### config.mk
export PLATFORM = sky130hd
export DESIGN_NAME = ram_banco_registros
export DESIGN_NICKNAME = d
export VERILOG_FILES = /design/src/rtl/ram_banco_registros.sv
export SDC_FILE = /design/constraint.sdc
export NUM_CORES = 1
export LEC_CHECK = 0
export CORE_ASPECT_RATIO = 0.5
export CORE_MARGIN = 5
export CORE_UTILIZATION = 45
export CTS_CLUSTER_DIAMETER = 200
export DETAILED_ROUTE_END_ITERATION = 8
export PLACE_DENSITY = 0.66
export SETUP_SLACK_MARGIN = 0.1
export SLEW_MARGIN = 20
export SYNTH_ARGS = -nofsm -noshare
export SYNTH_HDL_FRONTEND = slang
export SYNTH_SLANG_ARGS = --single-unit
export TNS_END_PERCENT = 1
### constraint.sdc
create_clock -name clk -period 4.7 [get_ports clk]
set_clock_uncertainty 0.15 [all_clocks]
set_input_delay 0.705 -clock clk [delete_from_list [all_inputs] [get_ports clk]]
set_output_delay 0.705 -clock clk [all_outputs]
set_load 0.03 [all_outputs]
### src/rtl/ram_banco_registros.sv
// ram_banco_registros: one-hot addressed register bank holding the RTC
// controller's working image (time, date, timer, command, address bytes).
// Loaded by the ROM-to-RAM init FSM (rom_to_ram=1), later written from the
// RTC/VGA data bus. Registered read port with a one-cycle valid pulse, and a
// tracker that reports whether the last init window wrote every location.
//
// Optional build macro: RAM_ONEHOT_CHECK_EN
//   defined   -> multi-hot dir_ram with an enable sets sticky error_dir and
//                the access is suppressed.
//   undefined -> error_dir tied low; multi-hot dir_ram resolves to its
//                lowest set bit.
//
// Init tracker states:
//   state  | meaning
//   REPOSO | idle, no load in progress, init_ok=0
//   CARGA  | init window open, accumulating written-location mask
//   LISTO  | last window wrote all locations, init_ok=1

module ram_banco_registros #(
  parameter int ANCHO_DATO = 8,
  parameter int NUM_REG    = 32
) (
  input  logic                  clk,
  input  logic                  reset,
  input  logic                  rom_to_ram,
  input  logic [ANCHO_DATO-1:0] rom_data,
  input  logic [ANCHO_DATO-1:0] dato_bus,
  input  logic [NUM_REG-1:0]    dir_ram,
  input  logic                  w_ram_enable,
  input  logic                  r_ram_enable,
  output logic [ANCHO_DATO-1:0] dato_ram,
  output logic                  dato_valido,
  output logic                  init_ok,
  output logic                  error_dir
);

  localparam int IDX_W = (NUM_REG > 1) ? $clog2(NUM_REG) : 1;

  typedef enum logic [1:0] {
    REPOSO = 2'd0,
    CARGA  = 2'd1,
    LISTO  = 2'd2
  } estado_t;

  estado_t                estado_q, estado_d;
  logic [NUM_REG-1:0]     wmask_q, wmask_d;
  logic [ANCHO_DATO-1:0]  mem_q [NUM_REG];
  logic [ANCHO_DATO-1:0]  dato_ram_q;
  logic                   dato_valido_q;
  logic                   init_ok_q;

  logic                   dir_zero;
  logic [IDX_W-1:0]       dir_idx;
  logic [NUM_REG-1:0]     dir_low;
  logic                   acc_ok;
  logic                   wr_ok;
  logic                   rd_ok;
  logic [ANCHO_DATO-1:0]  wr_data;
  logic [NUM_REG-1:0]     wr_mask;

  // Address decode: lowest set bit gives both the index and its one-hot mask.
  always_comb begin
    dir_idx = '0;
    dir_low = '0;
    for (int i = NUM_REG - 1; i >= 0; i--) begin
      if (dir_ram[i]) begin
        dir_idx = IDX_W'(i);
        dir_low = NUM_REG'(1) << i;
      end
    end
  end

  assign dir_zero = ~|dir_ram;

`ifdef RAM_ONEHOT_CHECK_EN
  logic dir_multi;
  logic error_dir_q;

  assign dir_multi = |(dir_ram & (dir_ram - NUM_REG'(1)));
  assign acc_ok    = !dir_zero && !dir_multi;

  // Sticky flag for any enabled access with more than one address bit set.
  always_ff @(posedge clk or negedge reset) begin
    if (!reset) begin
      error_dir_q <= 1'b0;
    end else if ((w_ram_enable || r_ram_enable) && dir_multi) begin
      error_dir_q <= 1'b1;
    end
  end

  assign error_dir = error_dir_q;
`else
  assign acc_ok    = !dir_zero;
  assign error_dir = 1'b0;
`endif

  // A write always wins over a simultaneous read.
  assign wr_ok   = w_ram_enable && acc_ok;
  assign rd_ok   = r_ram_enable && !w_ram_enable && acc_ok;
  assign wr_data = rom_to_ram ? rom_data : dato_bus;
  assign wr_mask = (wr_ok && rom_to_ram) ? dir_low : '0;

  // Storage array; cleared on reset so a partial load never survives it.
  always_ff @(posedge clk or negedge reset) begin
    if (!reset) begin
      for (int i = 0; i < NUM_REG; i++) begin
        mem_q[i] <= '0;
      end
    end else if (wr_ok) begin
      mem_q[dir_idx] <= wr_data;
    end
  end

  // Registered read port: data held between reads, valid pulses one cycle.
  always_ff @(posedge clk or negedge reset) begin
    if (!reset) begin
      dato_ram_q    <= '0;
      dato_valido_q <= 1'b0;
    end else begin
      dato_valido_q <= rd_ok;
      if (rd_ok) begin
        dato_ram_q <= mem_q[dir_idx];
      end
    end
  end

  // Init tracker state, written mask and registered init_ok.
  always_ff @(posedge clk or negedge reset) begin
    if (!reset) begin
      estado_q  <= REPOSO;
      wmask_q   <= '0;
      init_ok_q <= 1'b0;
    end else begin
      estado_q  <= estado_d;
      wmask_q   <= wmask_d;
      init_ok_q <= (estado_d == LISTO);
    end
  end

  // Init tracker next state; the write in the window's first cycle counts.
  always_comb begin
    estado_d = estado_q;
    wmask_d  = wmask_q;
    case (estado_q)
      REPOSO: begin
        if (rom_to_ram) begin
          wmask_d  = wr_mask;
          estado_d = CARGA;
        end
      end
      CARGA: begin
        if (rom_to_ram) begin
          wmask_d = wmask_q | wr_mask;
        end else begin
          estado_d = (&wmask_q) ? LISTO : REPOSO;
        end
      end
      LISTO: begin
        if (rom_to_ram) begin
          wmask_d  = wr_mask;
          estado_d = CARGA;
        end
      end
      default: begin
        estado_d = REPOSO;
        wmask_d  = '0;
      end
    endcase
  end

  assign dato_ram    = dato_ram_q;
  assign dato_valido = dato_valido_q;
  assign init_ok     = init_ok_q;

endmodule
======== Yosys cells after proc, flatten, opt, wreduce, memory -nomap -nowiden ========
Cells that the tools add are included.
cells by class
  bitwise logic cells ..................... 2
  magnitude comparators ................... 2
  multiplexer cells ....................... 79
  reductions and logical operators ........ 11
  eq/ne operators ......................... 5
operator list
  kind                                                       number
  two-way mux 32 bit                                         35
  bitwise mux 256 bit                                        1
  two-way mux 5 bit                                          32
  case mux 32 bit (2 select lines)                           1
  binary-select mux 8 bit (select 5 bit)                     1
  demux 8 bit (select 5 bit)                                 1
  two-way mux 8 bit                                          4
  OR 32 bit                                                  1
  AND reduction 32 bit                                       1
  OR reduction 32 bit                                        1
  greater-or-equal comparator 6 bit (second input constant)  1
  < comparator 6 x 1 -> 1 bit (second input constant)        1
  two-way mux 2 bit                                          3
  NOT 5 -> 6 bit                                             1
  logical AND 1 bit                                          5
  == test 2 bit (second input constant)                      2
  case mux 2 bit (2 select lines)                            1
  == test 2 x 1 -> 1 bit (second input constant)             1
  zero test 2 bit                                            1
  != test 2 x 1 -> 1 bit (second input constant)             1
  != test 2 bit (second input constant)                      1
  AND reduction 2 bit                                        1
  OR reduction 2 bit                                         1
  zero test 1 bit                                            1
storage, ports and cells
  register bits ........................... 300
  input port bits ......................... 53

======== Depth between registers and ports, before layout ========
  depth in word-level cells ............... 38
  depth in mapped cells ................... 13
  mapped depth without buffers ............ 9

======== Worst setup path before layout ========
Ideal clock, no wire load.
  kind .................................... in2reg
  start ................................... input dir_ram[1]
  end ..................................... register dato_ram_q[7], in the netlist dato_ram[7]
  arrival ................................. 2901 ps
  cell stages on the path ................. 10
  buffers on the path ..................... 1
  required time ........................... 4424 ps
  setup slack ............................. 1523 ps
  setup time .............................. 126 ps
  cell sequence ........................... clkbuf_1 nor2_1 nand3_1 a21o_1 o221a_2 a21boi_1 and2_0 o31a_1 or4_1 o32a_1
between the ends
  word-level cells in the longest chain between the ends .. 6
  elaborated cells between the ends (all ways) .. 8
ends and longest elaborated chain
  item                                                   line  RTL
  from (decl)                                            28    input logic [NUM_REG-1:0] dir_ram,
  two-way mux 5 bit (2 in series)                        66    if (dir_ram[i]) begin
  NOT 5 -> 6 bit (implied by the code)                   122   dato_ram_q <= mem_q[dir_idx];
  binary-select mux 8 bit (select 5 bit)                 122
  two-way mux 8 bit (implied by the code) (2 in series)  122
  to (signal assigned)                                   122
  to (decl)                                              48    logic [ANCHO_DATO-1:0] dato_ram_q;
Several ways; a longest one is shown, not always the timed one. The select of a mux whose other input is x is not followed.
A chain may end at the register's enable or synchronous reset.

======== Worst setup path after layout ========
  start ................................... input dir_ram[11]
  end ..................................... register dato_ram_q[4], in the netlist dato_ram[4]
between the ends
  word-level cells in the longest chain between the ends .. 16
  elaborated cells between the ends (all ways) .. 18
ends and longest elaborated chain
  item                                                   line
  two-way mux 5 bit (12 in series)                       66
  NOT 5 -> 6 bit (implied by the code)                   122
  binary-select mux 8 bit (select 5 bit)                 122
  two-way mux 8 bit (implied by the code) (2 in series)  122
Several ways; a longest one is shown, not always the timed one. The select of a mux whose other input is x is not followed.

==> flow_summary.json <==
{
  "drtIter0Drc": 1374,
  "post_cts_buffers": 0,
  "drive_gt1_share_pct": 11.0,
  "layout_worst_path_cycle_share_pct": 85.0,
  "io_pins": 64,
  "synthFlopType": "dfrtp_1",
  "place.detailed.instances": 1908,
  "path_class": "input port to flip-flop",
  "timing.fmax_ghz": 0.250,
  "synth_cell_types": 72,
  "cp_max_fo": 16,
  "cts_root_buf": "clkbuf_16",
  "leakagePower_nw": 7.01,
  "reg2reg_slack_ns": 2.54,
  "crit_required_ns": 4.99,
  "cts_sinks": 300,
  "synth_common_cells": "dfrtp_1 (300), nor2_1 (275), a21oi_1 (232)",
  "reg2reg_from": "mem_q[191]$_DFFE_PN0P_",
  "r2r_end": "dato_ram[7]$_DFFE_PN0P_",
  "grt_overflow": 0,
  "drt_wl_total_um": 44700,
  "drv_cap": 0,
  "yosys.area.top_type_share_pct": 54.6,
  "cts.path.max_buffers": 3,
  "synth_warnings": 0,
  "rsz0062_at_grt": "no",
  "end_kind": "flip-flop",
  "portBuffers": 62,
  "synth.avg_cell_area_sq_um": 9.36,
  "gp_congestion": 0.945,
  "final_cells": 1956,
  "tns_ns": 0,
  "tightestPinTransition_ns": 1.01,
  "initial_core_util_pct": 45.5,
  "setup_viol": 0,
  "yosysSeqAreaShare_pct": 54.6,
  "power.density_nw_per_um2": 353,
  "synth_edf_count": 0,
  "syn_nets": 1523,
  "rows": 45,
  "hpwl_um": 30700,
  "dieArea_sq_um": 34400,
  "diodes": 0,
  "grt_start_max_net_pins": 102,
  "area_growth_pct": 17.7,
  "cts_buffers": 27,
  "ctsHoldBuffers": 0,
  "antenna_found_initial": 1,
  "dr.pass1.iters": 5,
  "drc": 0,
  "avgViaCountPerCell": 6.14,
  "fp.dieH_um": 134,
  "clk_pin_slew_worst_paths_ns": 0.07,
  "nNetsFinal": 1593,
  "grt_pass1_wl_um": 70200,
  "r2r_cells": 4,
  "cts_tree": "built",
  "status": "finished, final reports clean",
  "synth_area_leaders": "dfrtp_1 (55%), a21oi_1 (8.4%), nor2_1 (7.5%)",
  "die_w_um": 257,
  "max_slew_margin_pct": 31.1,
  "coreArea_sq_um": 30200,
  "total_power_mw": 5.71,
  "max-vdd-ir-drop_mv": 0.230,
  "synth_top_area_cell": "dfrtp_1",
  "startpoint_type": "input port",
  "grt_pass1_vias": 11700,
  "netlist_instances": 1470,
  "fin_crit_ns": 4.00,
  "drtAntennaViolNets": 0,
  "synth-seq-cells": 300,
  "slew_violations": 0,
  "vias": 12000,
  "synth_area_sq_um": 13800,
  "cp.arrival_ns": 4.29,
  "cts-htree-levels": 1,
  "holdCritPathClass": "input port to async pin",
  "synth.most_common_cell": "dfrtp_1",
  "track_usage_pct": 25.9,
  "ctsResizeCount": 0,
  "finalHoldViolations": 0,
  "setup_ws_ns": 0.703,
  "clock_latency_ns": 0.58,
  "wire_per_inst_um": 22.9,
  "dp_slack_ns": 0.169,
  "synthArstFlopShare_pct": 100
}
-- worst max-delay path, cell delays in order --
cell	delay [ns]
clkdlybuf4s50_1	0.51
nor4_1	0.62
o21ai_0	0.21
a41oi_1	0.34
o21a_1	0.55
buf_4	0.38
o21ai_0	0.13
a221o_1	0.30
a311oi_1	0.42
a31oi_1	0.13
-- sequential cells by signal, summed over array words and instances, names as in the netlist --
signal       count
mem_q          256
wmask_q         32
dato_ram         8
estado_q         2
dato_valido      1
init_ok          1
-- how the worst max path moves through the flow --
stage / startpoint / to / slack, ns / cells past startpoint
4_1_cts: dir_ram[11] / dato_ram[4]$_DFFE_PN0P_ / 0.74 / 10
6_report: dir_ram[11] / dato_ram[4]$_DFFE_PN0P_ / 0.70 / 10
3_5_place_dp: dir_ram[11] / dato_ram[4]$_DFFE_PN0P_ / 0.17 / 10
2_1_floorplan: dir_ram[1] / dato_ram[7]$_DFFE_PN0P_ / 1.52 / 10
3_3_place_gp: dir_ram[13] / mem_q[45]$_DFFE_PN0P_ / 0.05 / 9
5_1_grt: dir_ram[11] / dato_ram[4]$_DFFE_PN0P_ / 0.37 / 10
-- layout make-up --
cell class	instances	area, sq um
Clock buffer	35	736
Timing Repair Buffer	146	1410
Clock inverter	11	110
Tap cell	399	499
Sequential cell	300	7510
Multi-Input combinational cell	1055	5900
Inverter	10	37.5
Fill cell	2658	14000
-- per-stage QoR --
step | hold slack, ns | util [%] | area (sq um)
floorplan | 0.259 | - | 13800
global placement | 0.304 | 50.3 | 15200
detailed placement | 0.311 | 50.6 | 15300
CTS | 0.0552 | 53.4 | 16100
global route | 0.0701 | 53.6 | 16200
finish | 0.0138 | 53.6 | 16200
-- cells by family after synthesis --
family | Yosys count | synth area share, %
AOI/OAI and AO/OA | 495 | 22.0
buffers and inverters | 115 | 3.57
DFF | 300 | 54.6
muxes | 45 | 3.32
other | 1 | 0.0273
and+or+nand+nor | 514 | 16.5
-- report_power, final --
group          leakage, nW  internal [mW]  switching [mW]
registers             4.05           2.72          0.0887
clock network        0.409           1.17            1.02
logic                 2.56          0.260           0.458
total                 7.01           4.15            1.56
-- cells in the final DEF, fill, tap and decap left out, drive strengths merged, types with 8 or more instances in the layout --
cell,instances
dfrtp,300
a22o,15
nor2,277
a211oi,17
nor3,27
a21oi,233
a31oi,11
nor4,13
nand3,21
nand4,10
and3,8
inv,13
a32oi,9
nand2,128
buf,85
a22oi,16
a221oi,19
clkdlybuf4s50,61
o21ai,104
a221o,11
mux2i,40
clkbuf,35
-- routing by layer --
metal	global-route usage [%]	wire [um]	up-vias
met5	0	0	-
met4	8.09	1550	0
met3	4.94	4360	118
met2	40.3	19800	619
met1	37.3	19100	5877
li1	-	-	5394
(Power assumes the default switching activity.)
